--- config.mk ---
export PLATFORM = sky130hd
export DESIGN_NAME = blocpu_program_loader
export DESIGN_NICKNAME = d
export VERILOG_FILES = /design/src/rtl/blocpu_pkg.sv /design/src/rtl/blocpu_program_loader.sv
export SDC_FILE = /design/constraint.sdc
export NUM_CORES = 1
export LEC_CHECK = 0
export BUFFER_PORTS_ARGS = -buffer_cell sky130_fd_sc_hd__buf_2
export CORE_MARGIN = 3
export CORE_UTILIZATION = 57
export DETAILED_ROUTE_END_ITERATION = 7
export PLACE_DENSITY = 0.8
export REMOVE_ABC_BUFFERS = 1
export SYNTH_ARGS = -nofsm -noshare
export SYNTH_HDL_FRONTEND = slang
export SYNTH_SLANG_ARGS = --single-unit
--- constraint.sdc ---
create_clock -name clock -period 2.5 [get_ports clock]
set_clock_uncertainty 0.1 [all_clocks]
set_input_delay 0.375 -clock clock [delete_from_list [all_inputs] [get_ports clock]]
set_output_delay 0.375 -clock clock [all_outputs]
set_load 0.02 [all_outputs]
--- src/rtl/blocpu_pkg.sv ---
// Shared constants and FSM encoding for the blocpu program loader.
// Defaults match the 8-bit blocpu core with 12-bit instructions.
package blocpu_pkg;

  localparam int DEF_CPU_WIDTH = 8;
  localparam int DEF_INSTRUCTION_WIDTH = 12;
  localparam logic [7:0] DEF_HEADER = 8'hB1;

  localparam logic [1:0] ERR_NONE = 2'd0;
  localparam logic [1:0] ERR_OPCODE = 2'd1;
  localparam logic [1:0] ERR_CHECKSUM = 2'd2;

  typedef enum logic [3:0] {
    S_IDLE    = 4'd0,
    S_CNT_HI  = 4'd1,
    S_CNT_LO  = 4'd2,
    S_INST_HI = 4'd3,
    S_INST_LO = 4'd4,
    S_SETUP   = 4'd5,
    S_STROBE  = 4'd6,
    S_CHECK   = 4'd7,
    S_START   = 4'd8,
    S_DONE    = 4'd9,
    S_ERROR   = 4'd10
  } state_t;

endpackage

--- src/rtl/blocpu_program_loader.sv ---
// Byte-stream program loader: parses a framed image, writes it into
// the core instruction memory, verifies an XOR checksum, starts the core.
module blocpu_program_loader
  import blocpu_pkg::*;
#(
  parameter int CPU_WIDTH = DEF_CPU_WIDTH,
  parameter int INSTRUCTION_WIDTH = DEF_INSTRUCTION_WIDTH,
  parameter logic [7:0] HEADER = DEF_HEADER
) (
  input  logic                         clock,
  input  logic                         reset,
  input  logic [7:0]                   in_byte,
  input  logic                         in_byte_valid,
  output logic                         out_byte_ready,
  output logic [INSTRUCTION_WIDTH-1:0] out_instruction,
  output logic [2*CPU_WIDTH-1:0]       out_instruction_address,
  output logic                         out_instruction_write,
  output logic                         out_core_reset,
  output logic                         out_core_run,
  output logic                         out_busy,
  output logic                         out_done,
  output logic                         out_error,
  output logic [1:0]                   out_error_code
);

  localparam int AW = 2 * CPU_WIDTH;

  state_t state_q, state_d;

  logic [15:0]                  count_q;
  logic [AW-1:0]                addr_q;
  logic [INSTRUCTION_WIDTH-1:0] inst_q;
  logic [3:0]                   hi_q;
  logic [7:0]                   csum_q;
  logic [1:0]                   code_q;
  logic                         core_reset_q;

  logic take;
  logic is_header;
  logic idle_like;

  assign take = in_byte_valid && out_byte_ready;
  assign is_header = (in_byte == HEADER);
  assign idle_like = (state_q == S_IDLE)
                  || (state_q == S_DONE)
                  || (state_q == S_ERROR);

  always_comb begin
    state_d = state_q;
    unique case (state_q)
      S_IDLE, S_DONE, S_ERROR: begin
        if (take && is_header) state_d = S_CNT_HI;
      end
      S_CNT_HI: begin
        if (take) state_d = S_CNT_LO;
      end
      S_CNT_LO: begin
        if (take) begin
          if ({count_q[15:8], in_byte} == 16'd0)
            state_d = S_CHECK;
          else
            state_d = S_INST_HI;
        end
      end
      S_INST_HI: begin
        if (take) begin
          if (in_byte[7:4] != 4'd0)
            state_d = S_ERROR;
          else
            state_d = S_INST_LO;
        end
      end
      S_INST_LO: begin
        if (take) state_d = S_SETUP;
      end
      S_SETUP: state_d = S_STROBE;
      S_STROBE: begin
        if (count_q == 16'd1)
          state_d = S_CHECK;
        else
          state_d = S_INST_HI;
      end
      S_CHECK: begin
        if (take) begin
          if (in_byte == csum_q)
            state_d = S_START;
          else
            state_d = S_ERROR;
        end
      end
      S_START: state_d = S_DONE;
      default: state_d = S_IDLE;
    endcase
  end

  always_ff @(posedge clock) begin
    if (reset) begin
      state_q      <= S_IDLE;
      count_q      <= '0;
      addr_q       <= '0;
      inst_q       <= '0;
      hi_q         <= '0;
      csum_q       <= '0;
      code_q       <= ERR_NONE;
      core_reset_q <= 1'b0;
    end else begin
      state_q      <= state_d;
      core_reset_q <= 1'b0;
      if (idle_like && take && is_header) begin
        csum_q       <= '0;
        code_q       <= ERR_NONE;
        addr_q       <= '0;
        core_reset_q <= 1'b1;
      end
      if (state_q == S_CNT_HI && take) begin
        count_q[15:8] <= in_byte;
        csum_q        <= csum_q ^ in_byte;
      end
      if (state_q == S_CNT_LO && take) begin
        count_q[7:0] <= in_byte;
        csum_q       <= csum_q ^ in_byte;
      end
      if (state_q == S_INST_HI && take) begin
        hi_q   <= in_byte[3:0];
        csum_q <= csum_q ^ in_byte;
        if (in_byte[7:4] != 4'd0) code_q <= ERR_OPCODE;
      end
      if (state_q == S_INST_LO && take) begin
        inst_q <= INSTRUCTION_WIDTH'({hi_q, in_byte});
        csum_q <= csum_q ^ in_byte;
      end
      // Address and count advance only once the strobe has completed.
      if (state_q == S_STROBE) begin
        addr_q  <= addr_q + 1'b1;
        count_q <= count_q - 16'd1;
      end
      if (state_q == S_CHECK && take) begin
        if (in_byte != csum_q) code_q <= ERR_CHECKSUM;
      end
    end
  end

  assign out_byte_ready = !((state_q == S_SETUP)
                         || (state_q == S_STROBE)
                         || (state_q == S_START));
  assign out_busy = !idle_like;
  assign out_done = (state_q == S_DONE);
  assign out_error = (state_q == S_ERROR);
  assign out_error_code = code_q;
  assign out_core_run = (state_q == S_START);
  assign out_core_reset = core_reset_q;
  assign out_instruction_write = (state_q == S_STROBE);
  assign out_instruction = inst_q;
  assign out_instruction_address = addr_q;

endmodule
# == Word level (Yosys, flattened, before mapping) ==
# Cells that the tools add are included.
# word_totals
reg_bits,63
latchBits,0
ram_bits,0
rom_bits,0
n_memories,0
# classes
n_addsub,2
multipliers,0
n_div,0
n_lt_le_gt_ge,0
eq_ne,20
shift,0
muxes,27
bitwise,1
reduce_logical,24
# op_table
op,n
$mux W8,7
$mux W16,3
$pmux W4 S9,1
$mux W4,7
$add A16 B1 Y16 const B,1
$eq A16 B1 Y1 const B,1
$eq A4 B3 Y1 const B,4
$logic_not A16 Y1,1
$sub A16 B1 Y16 const B,1
$eq A4 B4 Y1 const B,3
$mux W2,6
$ne A2 B2 Y1 const B,6
$logic_and A1 B1 Y1,9
$eq A4 B2 Y1 const B,2
$eq A8 B8 Y1,1
$eq A8 B8 Y1 const B,1
$ne A8 B8 Y1,1
$xor A8 B8 Y8,1
$mux W3,2
$reduce_and A6 Y1,1
$reduce_bool A2 Y1,3
$reduce_bool A5 Y1,1
$eq A4 B1 Y1 const B,1
$logic_not A4 Y1,1
5 further kinds,9

# == Logic depth before layout (Yosys ltp) ==
# logic_depth
ltp_word,12
mapped_depth,9

# == Worst setup path after synthesis ==
# No wires, ideal clock.
# synth_path
kind,register to register
from,register state_q[0]
to,register state_q[0]
arrival_time_ps,1989
required_ps,2316
slack_ps,327
stages_incl_launch_ff,8
n_path_buf,2
period_less_slack_ps,2173
path_cell_list,dfxtp_1 -> buf_2 -> nor4b_2 -> a311oi_2 -> and2_1 -> buf_2 -> or2_1 -> o31ai_2
# synth_between
word_cells_on_any_way,25
cone_classes,16 x eq/ne; 1 x mux; 8 x reduce/logical
# synth_lines
item,line_no,rtl
from (decl),blocpu_program_loader.sv:28,"state_t state_q, state_d;"
from (signal assigned),blocpu_program_loader.sv:107,state_q <= state_d;
$eq A4 B4 Y1 (*),--,
net out_core_run,blocpu_program_loader.sv:19,"output logic out_core_run,"
$logic_or A1 B1 Y1,blocpu_program_loader.sv:145,|| (state_q == S_START));
$logic_not A1 Y1,blocpu_program_loader.sv:143,assign out_byte_ready = !((state_q == S_SETUP)
$logic_and A1 B1 Y1,blocpu_program_loader.sv:42,assign take = in_byte_valid && out_byte_ready;
$logic_and A1 B1 Y1,blocpu_program_loader.sv:52,if (take && is_header) state_d = S_CNT_HI;
$ne A2 B2 Y1 (no line),--,
$reduce_and A6 Y1 (no line),--,
# The timed path passes the listed nets; every way through them passes the cells marked *.
# A chain may end at the register's enable or synchronous reset.

# == Worst setup path after layout ==
# layout_path
from,register state_q[0]
to,output out_instruction_write
# layout_between
elab_chain_len,1
# layout_lines
item,line_no,rtl
$eq A4 B3 Y1,blocpu_program_loader.sv:152,assign out_instruction_write = (state_q == S_STROBE);
to (decl),blocpu_program_loader.sv:17,"output logic out_instruction_write,"
# No other way between the ends.

==> run metrics <==
status finished clean; CP startpoint state_q[0]$_SDFFE_PP0P_; Total GRT Usage a little over a quarter; CP Launch Type register; maximum fanout along the worst path 19; Worst Hold Class in2reg; Final nets 462; clk_lat worst skew 0.36 ns; Yosys top cell area share approximately 38%; CTS Buf Count 9; synthesized area between 3000 and 4000 um^2; die area 6800 um^2; Yosys reg bits 63; EDFF count, synth 0; CP max stage cell dfxtp_1; crit path time final 2.39 ns; layout cells sized above 1 around 19%; GRT overflow 0; leading area contributor after synthesis dfxtp_1; # rows 27; placed cells around 510; clock root cell clkbuf_8; Core Box Area 5570 um^2; first-pass GRT wire length 13.7 mm; FF-to-FF path depth 7; Starting Density 59.8%; DP Worst Slack 0.297 ns; Commonest cells post-synth 63 x dfxtp_1, 49 x nor2_1, 28 x a21oi_1; CTS tree built; Fillers just under 500; initial antenna violation count 0; H-Tree Depth 3; Final setup viols 0; Synth Area per Inst 8.11 um^2; # diodes 0; Cell variety after synth 58; RSZ-0062 raised after global routing no; hold path cells 3; final std cells w/o fill between 500 and 600; reg2reg start state_q[1]$_SDFFE_PP0P_; Die X 82.5 um; sequential fraction of the synthesis area 37.8%; GP Congestion 0.900; critical hold path startpoint in_byte[3]; Post-synth ARST share 0%; Max Slew Vio Count 0; maxcap violations 0; Top Family by Delay on Critical Path buffers and inverters; hold slack ~0.27 ns; crit path cell chain clkinv_1, nand3_4, inv_2, buf_4, buf_2; drt first-iter violations 213; fin util 68.7%; peak supply drop ~600 uV; synthesized instance count ~410; clk buf depth 2; Area growth syn-to-layout 14.9%; pwr dens approximately 700 nW/um^2; reg-to-reg slack, setup 0.27 ns; clock sink count 63; worst relative slew slack 56.7%; vias in the first global route 2982; Crit path arrival time around 1.9 ns; routed len/inst around 16 um; final setup TNS 0 ns; most common cell in the netlist dfxtp_1; Post-CTS Setup Repair Bufs 0; # DRC 0; largest net degree at the start of global routing 37; top cells by area, synth dfxtp_1 38%, nor2_1 5.5%, mux2i_1 5.1%, a21oi_1 4.2%, nand3_1 2.9%; DR vias/cell about 6.3; IO Port Bufs 47; max incr delay on CP around 0.61 ns; clk slew on worst S/H paths 0.08 ns; cts-stage hold buffer count 0; Vias 3333; Post-DP HPWL 5.80 mm; worst slew pin tran 0.644 ns; CP Class reg2out; FMAX 419 MHz; Antenna Nets Post-Route 0; critical path depth 5; final worst-path cycle share around 95%; Post-CTS Resized 0; footprint of the multi-input gates 1900 um^2; Yosys Warn Count 0; LEAKAGE approximately 1.5 nW; Bufs and invs on worst path 4; io pins 48; CP Capture Type output pin; Synth Flop Type dfxtp_1; Final Hold Viols 0; DIE HEIGHT 82.5 um; slack of the critical path between 0.1 and 0.15 ns; WL final 8.55 mm; FF/Latch Area 1260 um^2; critical path required time 2.03 ns; first-pass iteration count of the detailed router 5
==> worst paths after layout <==
kind,to
setup / recovery,out_instruction_write
hold / removal,count_q[11]$_SDFFE_PP0P_
setup reg to reg,count_q[15]$_SDFFE_PP0P_
hold reg to reg,out_error_code[0]$_SDFF_PP0_
==> metrics by stage <==
stage | area [um^2] | power (mW)
6_report | 3830 | 2.76
3_5_place_dp | 3620 | 1.83
5_1_grt | 3830 | 2.88
2_1_floorplan | 3200 | 1.63
3_3_place_gp | 3620 | 1.81
4_1_cts | 3830 | 2.75
==> state kept, by name, summed over array words and instances (netlist names) <==
signal and flops:
out_core_reset 1, count_q 16, out_error_code 2, state_q 4
csum_q 8, hi_q 4, out_instruction_address 16, out_instruction 12
==> power breakdown <==
| group | switching [mW] | internal [mW] | total (mW) |
|---|---|---|---|
| Combinational | 0.401 | 0.243 | 0.644 |
| Sequential | 0.108 | 1.08 | 1.18 |
| Clock | 0.461 | 0.474 | 0.935 |
==> cell type report <==
| class | count | area share (%) |
|---|---|---|
| Multi-Input combinational cell | 305 | 49.6 |
| Sequential cell | 63 | 32.9 |
| Timing Repair Buffer | 59 | 8.82 |
| Clock buffer | 9 | 3.24 |
| Tap cell | 72 | 2.35 |
| Clock inverter | 7 | 2.09 |
| Inverter | 10 | 0.980 |
==> worst min-delay path: cells and delay by family <==
family	cells	cell delay (ns)
buffers and inverters	1	0.17
AND/OR/NAND/NOR	1	0.07
AO/OA/AOI/OAI	1	0.06
==> routing by layer <==
layer	track usage, %	part of all wire (%)
met1	31.6	42
met2	44.7	48
met3	6.40	7.8
met4	9.97	2.2
met5	0	0
==> cells by family after synthesis <==
family	Yosys count	share of synthesized area, %
AND/OR/NAND/NOR	176	27.8
AO/OA/AOI/OAI	95	19.1
flip-flops	63	37.8
buffers and inverters	43	5.22
multiplexers	19	5.78
XOR/XNOR	12	3.15
adder cells (fa/ha/maj)	3	1.13
==> layout by cell type (no fill, tap or decap), drive strengths merged, types with 3 or more instances in the layout <==
master and instances:
clkinv 3, o311ai 4, nor2b 3, ha 3, nor3 17, nand4 12, o211ai 6, or3 10
clkbuf 9, or4 5, and3 6, dfxtp 63, nand2b 3, a211oi 4, a21oi 28, o21ai 18
a31oi 10, mux2i 17, nand3 20, and2 7, nor2 49, inv 12, a311oi 9, o22ai 3
nand3b 8, xnor2 10, nand2 25, nor4 5, buf 59
(Power assumes the default switching activity.)
